<file path="config.mk">
export PLATFORM = sky130hd
export DESIGN_NAME = serial_bus_arbiter
export DESIGN_NICKNAME = d
export VERILOG_FILES = /design/src/rtl/serial_bus_arbiter.sv
export SDC_FILE = /design/constraint.sdc
export NUM_CORES = 1
export LEC_CHECK = 0
export ABC_AREA = 1
export ABC_CLOCK_PERIOD_IN_PS = 2400
export BUFFER_PORTS_ARGS = -buffer_cell sky130_fd_sc_hd__buf_2
export CORE_AREA = 2 2 56 58
export CTS_CLUSTER_DIAMETER = 50
export DETAILED_ROUTE_END_ITERATION = 10
export DIE_AREA = 0 0 58 60
export GPL_TIMING_DRIVEN = 1
export PLACE_DENSITY = 0.73
export SLEW_MARGIN = 10
export SYNTH_ARGS = -nofsm -noshare
export SYNTH_HDL_FRONTEND = slang
export SYNTH_SLANG_ARGS = --single-unit
</file>
<file path="constraint.sdc">
create_clock -name clk -period 2.4 [get_ports clk]
set_clock_uncertainty 0.15 [all_clocks]
set_input_delay 0.48 -clock clk [delete_from_list [all_inputs] [get_ports clk]]
set_output_delay 0.48 -clock clk [all_outputs]
set_load 0.1 [all_outputs]
</file>
<file path="src/rtl/serial_bus_arbiter.sv">
// Round-robin arbiter for the shared bit-serial system bus: one grantee at a time,
// a one-cycle turnaround before it may drive, and a watchdog that reclaims a hung bus.
module serial_bus_arbiter #(
    parameter int NM      = 3,
    parameter int TIMEOUT = 1024,
    localparam int ID_W   = (NM > 1) ? $clog2(NM) : 1,
    localparam int CNT_W  = (TIMEOUT > 0) ? $clog2(TIMEOUT + 1) : 1
) (
    input  logic            clk,
    input  logic            reset,
    input  logic [NM-1:0]   req,
    input  logic [NM-1:0]   done,
    input  logic            hold,
    output logic [NM-1:0]   grant,
    output logic [ID_W-1:0] grant_id,
    output logic            BusAvailable,
    output logic            bus_busy,
    output logic            timeout_err,
    output logic [1:0]      state_out
);

    typedef enum logic [1:0] {
        S_IDLE    = 2'd0,
        S_GRANT   = 2'd1,
        S_BUSY    = 2'd2,
        S_RELEASE = 2'd3
    } state_t;

    localparam logic [CNT_W-1:0] WD_LAST = CNT_W'(TIMEOUT - 1);

    state_t           state, state_nxt;
    logic [ID_W-1:0]  ptr;
    logic [CNT_W-1:0] wd_cnt;
    logic             pick_vld;
    logic [ID_W-1:0]  pick_id;
    logic [NM-1:0]    pick_oh;
    logic             wd_inc, wd_expire, busy_exit;

    // Scan from ptr+1 upward; iterating downward lets the nearest requester win.
    always_comb begin
        pick_vld = 1'b0;
        pick_id  = '0;
        pick_oh  = '0;
        for (int i = NM; i >= 1; i--) begin
            if (req[(int'(ptr) + i) % NM]) begin
                pick_vld = 1'b1;
                pick_id  = ID_W'((int'(ptr) + i) % NM);
                pick_oh  = '0;
                pick_oh[(int'(ptr) + i) % NM] = 1'b1;
            end
        end
    end

    assign wd_inc    = (TIMEOUT != 0) && !hold;
    assign wd_expire = (state == S_BUSY) && wd_inc && (wd_cnt == WD_LAST);
    assign busy_exit = done[grant_id] || !req[grant_id] || wd_expire;
    assign state_out = state;

    always_ff @(posedge clk or negedge reset) begin
        if (!reset) state <= S_IDLE;
        else        state <= state_nxt;
    end

    always_comb begin
        state_nxt = state;
        case (state)
            S_IDLE:    if (pick_vld) state_nxt = S_GRANT;
            S_GRANT:   state_nxt = S_BUSY;
            S_BUSY:    if (busy_exit) state_nxt = S_RELEASE;
            S_RELEASE: state_nxt = S_IDLE;
            default:   state_nxt = S_IDLE;
        endcase
    end

    always_ff @(posedge clk or negedge reset) begin
        if (!reset) begin
            grant        <= '0;
            grant_id     <= '0;
            ptr          <= ID_W'(NM - 1);
            wd_cnt       <= '0;
            BusAvailable <= 1'b0;
            bus_busy     <= 1'b0;
            timeout_err  <= 1'b0;
        end else begin
            BusAvailable <= (state_nxt == S_BUSY);
            bus_busy     <= (state_nxt == S_GRANT) || (state_nxt == S_BUSY);
            // A done landing on the expiry cycle counts as a clean finish.
            timeout_err  <= wd_expire && !done[grant_id];
            case (state)
                S_IDLE: begin
                    if (pick_vld) begin
                        grant    <= pick_oh;
                        grant_id <= pick_id;
                    end else begin
                        grant <= '0;
                    end
                end
                S_GRANT: wd_cnt <= '0;
                S_BUSY: begin
                    if (busy_exit)   grant  <= '0;
                    else if (wd_inc) wd_cnt <= wd_cnt + 1'b1;
                end
                S_RELEASE: begin
                    grant <= '0;
                    ptr   <= grant_id;
                end
                default: grant <= '0;
            endcase
        end
    end

endmodule

</file>
==> results of run 1 <==
power groups by stage:
stage	registers [mW]	logic [mW]	clock network (mW)
3_5_place_dp	0.583	1.46	0
4_1_cts	0.575	1.46	0.185
6_report	0.576	1.46	0.183
5_1_grt	0.593	1.61	0.204
2_1_floorplan	1.04	0.696	0
3_3_place_gp	0.584	1.45	0
kinds of logic after synthesis:
family | count (synthesis)
buffers and inverters | 24
XOR/XNOR | 5
AO/OA/AOI/OAI | 15
adder cells (fa/ha/maj) | 9
flip-flops | 23
AND/OR/NAND/NOR | 128
critical path: stages, from the launching register on:
cell	delay, ns
sky130_fd_sc_hd__dfstp_2	0.55
sky130_fd_sc_hd__ha_1	0.27
sky130_fd_sc_hd__inv_1	0.14
sky130_fd_sc_hd__nand2_1	0.09
sky130_fd_sc_hd__nand3_1	0.09
sky130_fd_sc_hd__nand2_1	0.12
sky130_fd_sc_hd__nand3_1	0.17
sky130_fd_sc_hd__nor2_1	0.07
sky130_fd_sc_hd__nand2_1	0.05
sky130_fd_sc_hd__nand2_1	0.05
sky130_fd_sc_hd__ha_1	0.26
sky130_fd_sc_hd__inv_1	0.03
sequential cells by signal, indices dropped and copies added (netlist names):
register      flops
BusAvailable      1
bus_busy          1
grant             3
grant_id          2
ptr               2
state_out         2
timeout_err       1
wd_cnt           11
stage by stage:
step	power [mW]	setup WS (ns)	cells	hold WS, ns	util
floorplan	1.74	0.0756	204	0.0344	-
global placement	2.04	0.310	257	0.321	0.569
detailed placement	2.04	0.293	257	0.323	0.569
CTS	2.23	0.274	262	0.354	0.581
global route	2.41	0.00618	262	0.372	0.581
finish	2.22	0.263	262	0.352	0.581
worst paths after layout:
check                           startpoint            to  slack (ns)  depth (start not counted)
worst max-delay path                ptr[1]      bus_busy        0.26                         11
worst min-delay path              grant[0]      grant[0]        0.35                          2
worst max register to register      ptr[1]      bus_busy        0.26                         11
worst min register to register    grant[0]      grant[0]        0.35                          2
max in group asynchronous            reset  state_out[1]        1.23                          2
min in group asynchronous            reset  BusAvailable        0.51                          2
layer usage:
metal	vias up	GRT usage	wire, um
met4	0	0.0698	40
met5	-	0	0
met1	621	0.280	1550
met2	18	0.312	1310
met3	4	0.0260	72
li1	708	-	-
cells in the mapped netlist (2+ instances only):
master,n,area (um^2)
sky130_fd_sc_hd__xor2_1,4,35.0
sky130_fd_sc_hd__nand4_1,2,12.5
sky130_fd_sc_hd__nor3_1,5,25.0
sky130_fd_sc_hd__dfrtp_1,22,551
sky130_fd_sc_hd__o21ai_0,8,40.0
sky130_fd_sc_hd__a21oi_1,2,10.0
sky130_fd_sc_hd__ha_1,9,113
sky130_fd_sc_hd__nor2_1,18,67.6
sky130_fd_sc_hd__inv_1,20,75.1
sky130_fd_sc_hd__nand2_1,70,263
sky130_fd_sc_hd__nand3_1,27,135
area by class of cell:
cell class              instances  area [um^2]
clock buffers                   4         26.3
inverters                      22         82.6
repair buffers                 23          130
fillers                       276         1220
well taps                      33         41.3
flip-flops and latches         23          579
multi-input cells             157          827
what timing repair did:
| action | CTS | global route |
|---|---|---|
| hold buffers | 1 | 0 |
| hold endpoints to repair | 11 | 0 |
| setup endpoints to repair | 0 | 0 |
==> impl_results.md, run 1 <==
* Data arrival time at the worst-slack endpoint at roughly 2.2 ns
* Critical Path Start Type: flip-flop
* Area after detailed placement at about 1700 um^2
* Chip width at 58 um
* Post-Syn Instances at around 200
* Routability-driven placement congestion ratio at approximately 0.88
* Resized cells post-CTS at 0
* Dominant combinational cell family by area after synthesis: simple AND/OR/NAND/NOR gates
* Count of boundary I/O pins at 19
* Final global-route overflow total at 0
* Reported net switching power at between 1 and 1.5 mW
* Element type at the critical path end: flip-flop
* Reg power frac at 0.260
* Max Clk Rate at 468 MHz
* Number of inserted diodes at 0
* Tmin final at ~2.1 ns
* Simple-gate area share of the yosys netlist at 0.383
* Final TNS setup at 0 ns
* Peak supply drop at 1.04 mV
* Compound-cell area share of the yosys netlist at 0.0633
* DRC violation total after the first TritonRoute iteration at 53
* Largest net degree at the start of global routing at 24
* Total setup buffers inserted after CTS at 0
* Post-synthesis sequential area ratio at 0.384
* Main flop type after synthesis: sky130_fd_sc_hd__dfrtp_1
* Remaining max-slew budget at the tightest pin at 0.656
* Clock Latency Late Sink at 0.31 ns
* Mux share of post-synthesis cell area at 0
* Fraction of the mapped netlist area in adder cells at 0.0749
* Initial Util at 0.518
* Routed vias at between 1,000 and 1,500
* Routed WL per cell at approximately 11 um
* Most frequent cells in the layout: sky130_fd_sc_hd__nand2_1 (70), sky130_fd_sc_hd__nand3_1 (27), sky130_fd_sc_hd__dfrtp_1 (20), sky130_fd_sc_hd__inv_1 (20)
* Final routed DRC violation total at 0
* Post-synthesis area per instance at between 7 and 8 um^2
* Switching portion of total power at 0.582
* Clock root buffer: sky130_fd_sc_hd__clkbuf_4
* Max-cap check violation count at 0
* Critical path data required time at ~2.5 ns
* Number of standard-cell rows in the floorplan at 20
* Status: completed
* Layout net count at around 250
* Clock slew at reported path FFs at 0.13 ns
* TritonCTS clock tree: yes
* Fin area at approximately 1700 um^2
* Area growth from synthesis to final layout at 12.2%
* Startpoint-to-endpoint class of the critical path: reg2reg
* Count of different cell masters after synthesis at 28
* Number of levels in the clock H-tree at 1
* Logic pwr share at 0.658
* Number of sinks on the clock net at 23
* DIE HEIGHT at 60 um
* Final Hold Violating Endpoints at 0
* Global Route Usage Sum at 0.198
* Via density per instance at between 5 and 6
* CORE AREA at about 2900 um^2
* Via count of the first global-routing pass at between 1,000 and 1,500
* Number of max-slew violations in the final report at 0
* Number of synthesis warnings at 0
* Routed wire length at 2.97 mm
* Critical-path maximum fanout at 5
* CTS Buffer Depth at 2
* Commonest non-fill, non-tap cell in the layout: sky130_fd_sc_hd__nand2_1
* Port Buf Inserts at 18
* EDFF count, synth at 0
* Half-perimeter wire length of the detailed placement result at 2.29 mm
* Post-Synth XOR/XNOR Area at 0.0291
* Classification of the worst-slack hold path: reg2reg
* Layout cell share with drive strength beyond 1 at 0.166
* Tcrit/Tclk final at 0.890
* Count of state elements after synthesis at 23
* Power per cell area at about 1300 nW/um^2
* Post-synth ARST share at 1.00
* Detailed-routing iteration count for the pre-antenna-repair pass at 4
* Number of setup violations in the final report at 0
* Unrepaired setup endpoints after global routing: no
* Static Leak at approximately 0.89 nW
* Transition at the pin with the smallest max-transition slack at 0.516 ns
* Internal power consumption at between 0.9 and 1 mW
* Area of the die at about 3500 um^2
* First-pass GRT wire length at ~5.3 mm
* Number of antenna violations at the first check in global routing at 0
* Number of nets still failing antenna checks after routing at 0
* Portion of total power attributed to the clock network at 0.082
* Total nets after synthesis at approximately 220
* Synthesized cell area at roughly 1500 um^2
* CTS Buf Count at 3
(Power assumes the default switching activity.)
==> inputs of run 2 (changes only) <==
Settings changed: CORE_AREA 2 2 56 58 to 2 2 50 64, DIE_AREA 0 0 58 60 to 0 0 52 66, PLACE_DENSITY 0.73 to 0.74.
==> run 2 against run 1 <==
  * Maximum frequency is 2.1% lower
  * Die area is 1.4% lower
  * Combinational power hardly changed
  * Critical path type unchanged
==> impl_results.md, run 2 (synthesis gave the netlist of run 1 again) <==
* Status: completed
* Number of standard-cell rows in the floorplan at 22
* Reported net switching power at approximately 1.3 mW
* DRC violation total after the first TritonRoute iteration at 44
* Layout net count at approximately 250
* Area growth from synthesis to final layout at 12.5%
* Switching portion of total power at 0.582
* Portion of total power attributed to the clock network at 0.082
* Flip-flop count of the largest register, all copies and words added at 11
* Half-perimeter wire length of the detailed placement result at around 2.3 mm
* Detailed-routing iteration count for the pre-antenna-repair pass at 6
* First-pass GRT wire length at ~5.4 mm
* Endpoint of the most critical register-to-register path: bus_busy
* Number of setup violations in the final report at 0
* HP Start: grant[0]
* Number of max-slew violations in the final report at 0
* Worst R2R Start: ptr[0]
* Logic pwr share at 0.654
* Clock slew at reported path FFs at approximately 0.13 ns
* Endpoint of the worst hold-timing path: grant[0]
* Max-cap check violation count at 0
* CTS Buffer Depth at 2
* FF-to-FF setup slack at 0.22 ns
* Power per cell area at 1310 nW/um^2
* Classification of the worst-slack hold path: reg2reg
* Reg power frac at 0.264
* Clock root buffer: sky130_fd_sc_hd__clkbuf_4
* Critical-path maximum fanout at 5
* Routed vias at around 1,400
* Initial Util at 0.530
* Remaining max-slew budget at the tightest pin at 0.660
* Critical Path Start Type: flip-flop
* Tmin final at between 2 and 2.5 ns
* Fill cell instance count of the final layout at 279
* DIE HEIGHT at roughly 66 um
* Most frequent cells in the layout: sky130_fd_sc_hd__nand2_1 (70), sky130_fd_sc_hd__nand3_1 (27), sky130_fd_sc_hd__dfrtp_1 (20), sky130_fd_sc_hd__inv_1 (20)
* Clock Latency Late Sink at about 0.32 ns
* Internal power consumption at ~0.93 mW
* Area of the die at about 3400 um^2
* Unrepaired setup endpoints after global routing: no
* Routability-driven placement congestion ratio at approximately 0.8
* Max Clk Rate at roughly 460 MHz
* Depth of the worst register-to-register path at 12
* Layout cell share with drive strength beyond 1 at 0.166
* Register with the most flip-flops: wd_cnt
* Number of nets still failing antenna checks after routing at 0
* Post-placement worst setup slack at around 0.27 ns
* Element type at the critical path end: flip-flop
* Total power at around 2.2 mW
* Via count of the first global-routing pass at about 1,300
* Total setup buffers inserted after CTS at 0
* Commonest non-fill, non-tap cell in the layout: sky130_fd_sc_hd__nand2_1
* Transition at the pin with the smallest max-transition slack at 0.510 ns
* Global Route Usage Sum at 0.208
* Peak supply drop at 1.26 mV
* Port Buf Inserts at 18
* Final Hold Slack at around 0.36 ns
* Via density per instance at 5.13
* Final routed DRC violation total at 0
* CORE AREA at 2840 um^2
* CTS Buf Count at 3
* Largest net degree at the start of global routing at 24
* Routed wire length at 3.02 mm
* Chip width at around 52 um
* Tcrit/Tclk final at 0.909
* Static Leak at 0.890 nW
* Startpoint-to-endpoint class of the critical path: reg2reg
* Final Hold Violating Endpoints at 0
* Number of levels in the clock H-tree at 1
* Final global-route overflow total at 0
* Min-Delay Path Depth at 2
* Data arrival time at the worst-slack endpoint at 2.29 ns
* Final TNS setup at 0 ns
* Count of boundary I/O pins at 19
* Critical path data required time at around 2.5 ns
* Number of sinks on the clock net at 23
* Largest registers ranked by flip-flop count: wd_cnt x11, grant x3
* TritonCTS clock tree: yes
* Number of inserted diodes at 0
* Post-route worst setup slack at between 0.2 and 0.25 ns
* Routed WL per cell at about 11 um
* Number of antenna violations at the first check in global routing at 0
run 2: critical path: stages, from the launching register on:
cell and delay [ns]:
sky130_fd_sc_hd__dfrtp_1 0.40, sky130_fd_sc_hd__inv_1 0.07, sky130_fd_sc_hd__ha_1 0.36, sky130_fd_sc_hd__inv_1 0.13, sky130_fd_sc_hd__nand2_1 0.09, sky130_fd_sc_hd__nand3_1 0.09
sky130_fd_sc_hd__nand2_1 0.17, sky130_fd_sc_hd__nand3_1 0.15, sky130_fd_sc_hd__nor2_1 0.13, sky130_fd_sc_hd__nand2_1 0.06, sky130_fd_sc_hd__nand2_1 0.06, sky130_fd_sc_hd__ha_1 0.21
sky130_fd_sc_hd__inv_1 0.05
run 2: through the flow:
stage	utilization	cell area (um^2)	cells
CTS	0.596	1690	265
global placement	0.583	1650	260
global route	0.596	1690	265
finish	0.596	1690	265
floorplan	-	1510	204
detailed placement	0.583	1650	260
run 2: worst max path at each step:
stage                startpoint       end  slack [ns]  depth (start not counted)
global route             ptr[0]  bus_busy        0.08                         12
global placement         ptr[1]  bus_busy        0.34                         11
detailed placement       ptr[0]  bus_busy        0.27                         12
CTS                      ptr[0]  bus_busy        0.24                         12
finish                   ptr[0]  bus_busy        0.22                         12
floorplan           grant_id[1]  bus_busy        0.08                         11
run 2: cell type report:
type	instances	area, um^2	area share
Clock buffer	4	26.3	0.0155
Inverter	22	82.6	0.0489
Multi-Input combinational cell	157	827	0.489
Sequential cell	23	579	0.343
Tap cell	36	45.0	0.0266
Timing Repair Buffer	23	130	0.0770
run 2: layer usage:
layer	wire length (um)	part of all wire	vias to the layer above	track usage
met5	0	0	-	0
met4	43	0.014	0	0.0493
met3	115	0.038	8	0.0271
met2	1420	0.47	38	0.372
met1	1440	0.48	605	0.259
li1	-	-	709	-
run 2: timing repair:
action	in CTS	in global routing
hold buffers	1	0
resized for setup	0	0
hold endpoints to repair	22	0
run 2: power groups by stage:
| stage | logic [mW] | registers, mW | clock network (mW) |
|---|---|---|---|
| final | 1.45 | 0.587 | 0.182 |
| after global routing | 1.62 | 0.601 | 0.205 |
| after floorplan | 0.696 | 1.04 | 0 |
| after CTS | 1.46 | 0.587 | 0.189 |
| after detailed placement | 1.46 | 0.595 | 0 |
| after global placement | 1.44 | 0.591 | 0 |
==> inputs of run 3 (changes only) <==
Settings changed: CTS_BUF_LIST set to sky130_fd_sc_hd__clkbuf_4.
==> run 3 against run 2 <==
  * Sequential cell count is the same
  * Count of clock-buffer cells in the layout is the same
  * Combinational power is essentially flat
  * Critical endpoint unchanged
  * Highest routed layer unchanged
  * Sequential share of layout area shrank 0.076 points
  * Register-to-register slack is essentially flat
==> impl_results.md, run 3 (synthesis gave the netlist of run 1 again) <==
* Status: completed
* Crit path max-delay family: simple AND/OR/NAND/NOR gates
* Number of nets still failing antenna checks after routing at 0
* Critical path, cell by cell: inv_1 > ha_1 > inv_1 > nand2_1 > nand3_1 > nand2_1 > nand3_1 > nor2_1 > nand2_1 > nand2_1 > ha_1 > inv_1
* Classification of the worst-slack hold path: reg2reg
* Depth of the worst register-to-register path at 12
* HP Start: grant[0]
* Final global-route overflow total at 0
* Post-placement worst setup slack at 0.269 ns
* Critical Path Start Type: flip-flop
* Max Clk Rate at between 400 and 500 MHz
* Unrepaired setup endpoints after global routing: no
* Routed wire length at 3.02 mm
* Most Frequent Cell on Critical Path: sky130_fd_sc_hd__nand2_1
* Final Hold Violating Endpoints at 0
* DIE HEIGHT at 66 um
* Detailed-routing iteration count for the pre-antenna-repair pass at 6
* Number of standard-cell rows in the floorplan at 22
* DRC violation total after the first TritonRoute iteration at 44
* Count of boundary I/O pins at 19
* Count of buffer and inverter cells on the critical path at 3
* Clock root buffer: sky130_fd_sc_hd__clkbuf_4
* CTS Buffer Depth at 2
* Static Leak at around 0.89 nW
* Number of setup violations in the final report at 0
* Internal power consumption at around 0.94 mW
* Tmin final at ~2.2 ns
* Element type at the critical path end: flip-flop
* Cts-stage hold buffer count at 1
* Routability-driven placement congestion ratio at 0.808
* TritonCTS clock tree: yes
* Global Route Usage Sum at 0.208
* Initial Util at 0.530
* Layout cell share with drive strength beyond 1 at 0.170
* Total setup buffers inserted after CTS at 0
* Reg power frac at 0.263
* Reported net switching power at around 1.3 mW
* Final TNS setup at 0 ns
* Routed vias at ~1,400
* Power per cell area at 1320 nW/um^2
* Clock slew at reported path FFs at around 0.13 ns
* CTS Buf Count at 3
* Chip width at about 52 um
* Number of antenna violations at the first check in global routing at 0
* Logic pwr share at 0.651
* Startpoint-to-endpoint class of the critical path: reg2reg
* Area of the die at roughly 3400 um^2
* Flip-flop count of the largest register, all copies and words added at 11
* Number of max-slew violations in the final report at 0
* CORE AREA at 2840 um^2
* Area growth from synthesis to final layout at 12.7%
* Number of sinks on the clock net at 23
* FF-to-FF setup slack at ~0.22 ns
* Final Hold Slack at between 0.3 and 0.4 ns
* First-pass GRT wire length at about 5.4 mm
* Number of inserted diodes at 0
* Final routed DRC violation total at 0
* Remaining max-slew budget at the tightest pin at 0.660
* Critical path data required time at between 2 and 3 ns
* Commonest non-fill, non-tap cell in the layout: sky130_fd_sc_hd__nand2_1
* Port Buf Inserts at 18
* Tcrit/Tclk final at 0.909
* Clock Latency Late Sink at between 0.3 and 0.4 ns
* Endpoint of the most critical register-to-register path: bus_busy
* Worst R2R Start: ptr[0]
* Data arrival time at the worst-slack endpoint at 2.29 ns
* Resized cells post-CTS at 0
* Number of levels in the clock H-tree at 1
* Via count of the first global-routing pass at roughly 1,300
* Peak supply drop at about 1.3 mV
* Transition at the pin with the smallest max-transition slack at slightly above 0.5 ns
* Max-cap check violation count at 0
* Endpoint of the worst hold-timing path: grant[0]
* Critical path depth at 12
* Portion of total power attributed to the clock network at 0.086
* Largest registers ranked by flip-flop count: wd_cnt x11, grant x3
* Critical-path maximum fanout at 5
* Via density per instance at between 5 and 6
* Most frequent cells in the layout: sky130_fd_sc_hd__nand2_1 (70), sky130_fd_sc_hd__nand3_1 (27), sky130_fd_sc_hd__dfrtp_1 (20), sky130_fd_sc_hd__inv_1 (20)
* Half-perimeter wire length of the detailed placement result at roughly 2.3 mm
* Largest net degree at the start of global routing at 24
* Layout net count at 248
* Critical Path Max Stage Delay at roughly 0.4 ns
* Min-Delay Path Depth at 2
* Post-route worst setup slack at roughly 0.22 ns
* Routed WL per cell at about 11 um
* Register with the most flip-flops: wd_cnt
* Switching portion of total power at 0.579
* Worst-path cell with the longest stage delay: sky130_fd_sc_hd__dfrtp_1
## run 3: final cells by class
class	instances	area [um^2]
repair buffers	23	130
flip-flops and latches	23	579
fillers	277	1140
well taps	36	45.0
clock buffers	4	30.0
multi-input cells	157	827
inverters	22	82.6
## run 3: through the flow
stage                     std cells  cell area [um^2]  power (mW)   util
final                           265              1690        2.23  0.598
after detailed placement        260              1650        2.05  0.583
after global placement          260              1650        2.03  0.583
after CTS                       265              1690        2.25  0.598
after global routing            265              1690        2.43  0.598
after floorplan                 204              1510        1.74      -
## run 3: tightest hold or removal path, delay by kind of cell (launching register included)
| family | cells | cell delay, ns |
|---|---|---|
| AND/OR/NAND/NOR | 1 | 0.05 |
| flip-flops | 1 | 0.37 |
| AO/OA/AOI/OAI | 1 | 0.06 |
## run 3: metal layers
metal / track usage / vias up / routed length (um)
met4: 0.0493 / 0 / 43
met5: 0 / - / 0
met1: 0.259 / 605 / 1440
li1: - / 709 / -
met3: 0.0271 / 8 / 115
met2: 0.372 / 38 / 1420
## run 3: how the worst max path moves through the flow
stage,start,endpoint
global route,ptr[0],bus_busy
CTS,ptr[0],bus_busy
finish,ptr[0],bus_busy
floorplan,grant_id[1],bus_busy
detailed placement,ptr[0],bus_busy
global placement,ptr[1],bus_busy
## run 3: power groups by stage
stage	Combinational, mW	Clock, mW	Sequential, mW
floorplan	0.696	0	1.04
global route	1.62	0.216	0.601
global placement	1.44	0	0.591
detailed placement	1.46	0	0.595
finish	1.45	0.193	0.587
CTS	1.46	0.200	0.587
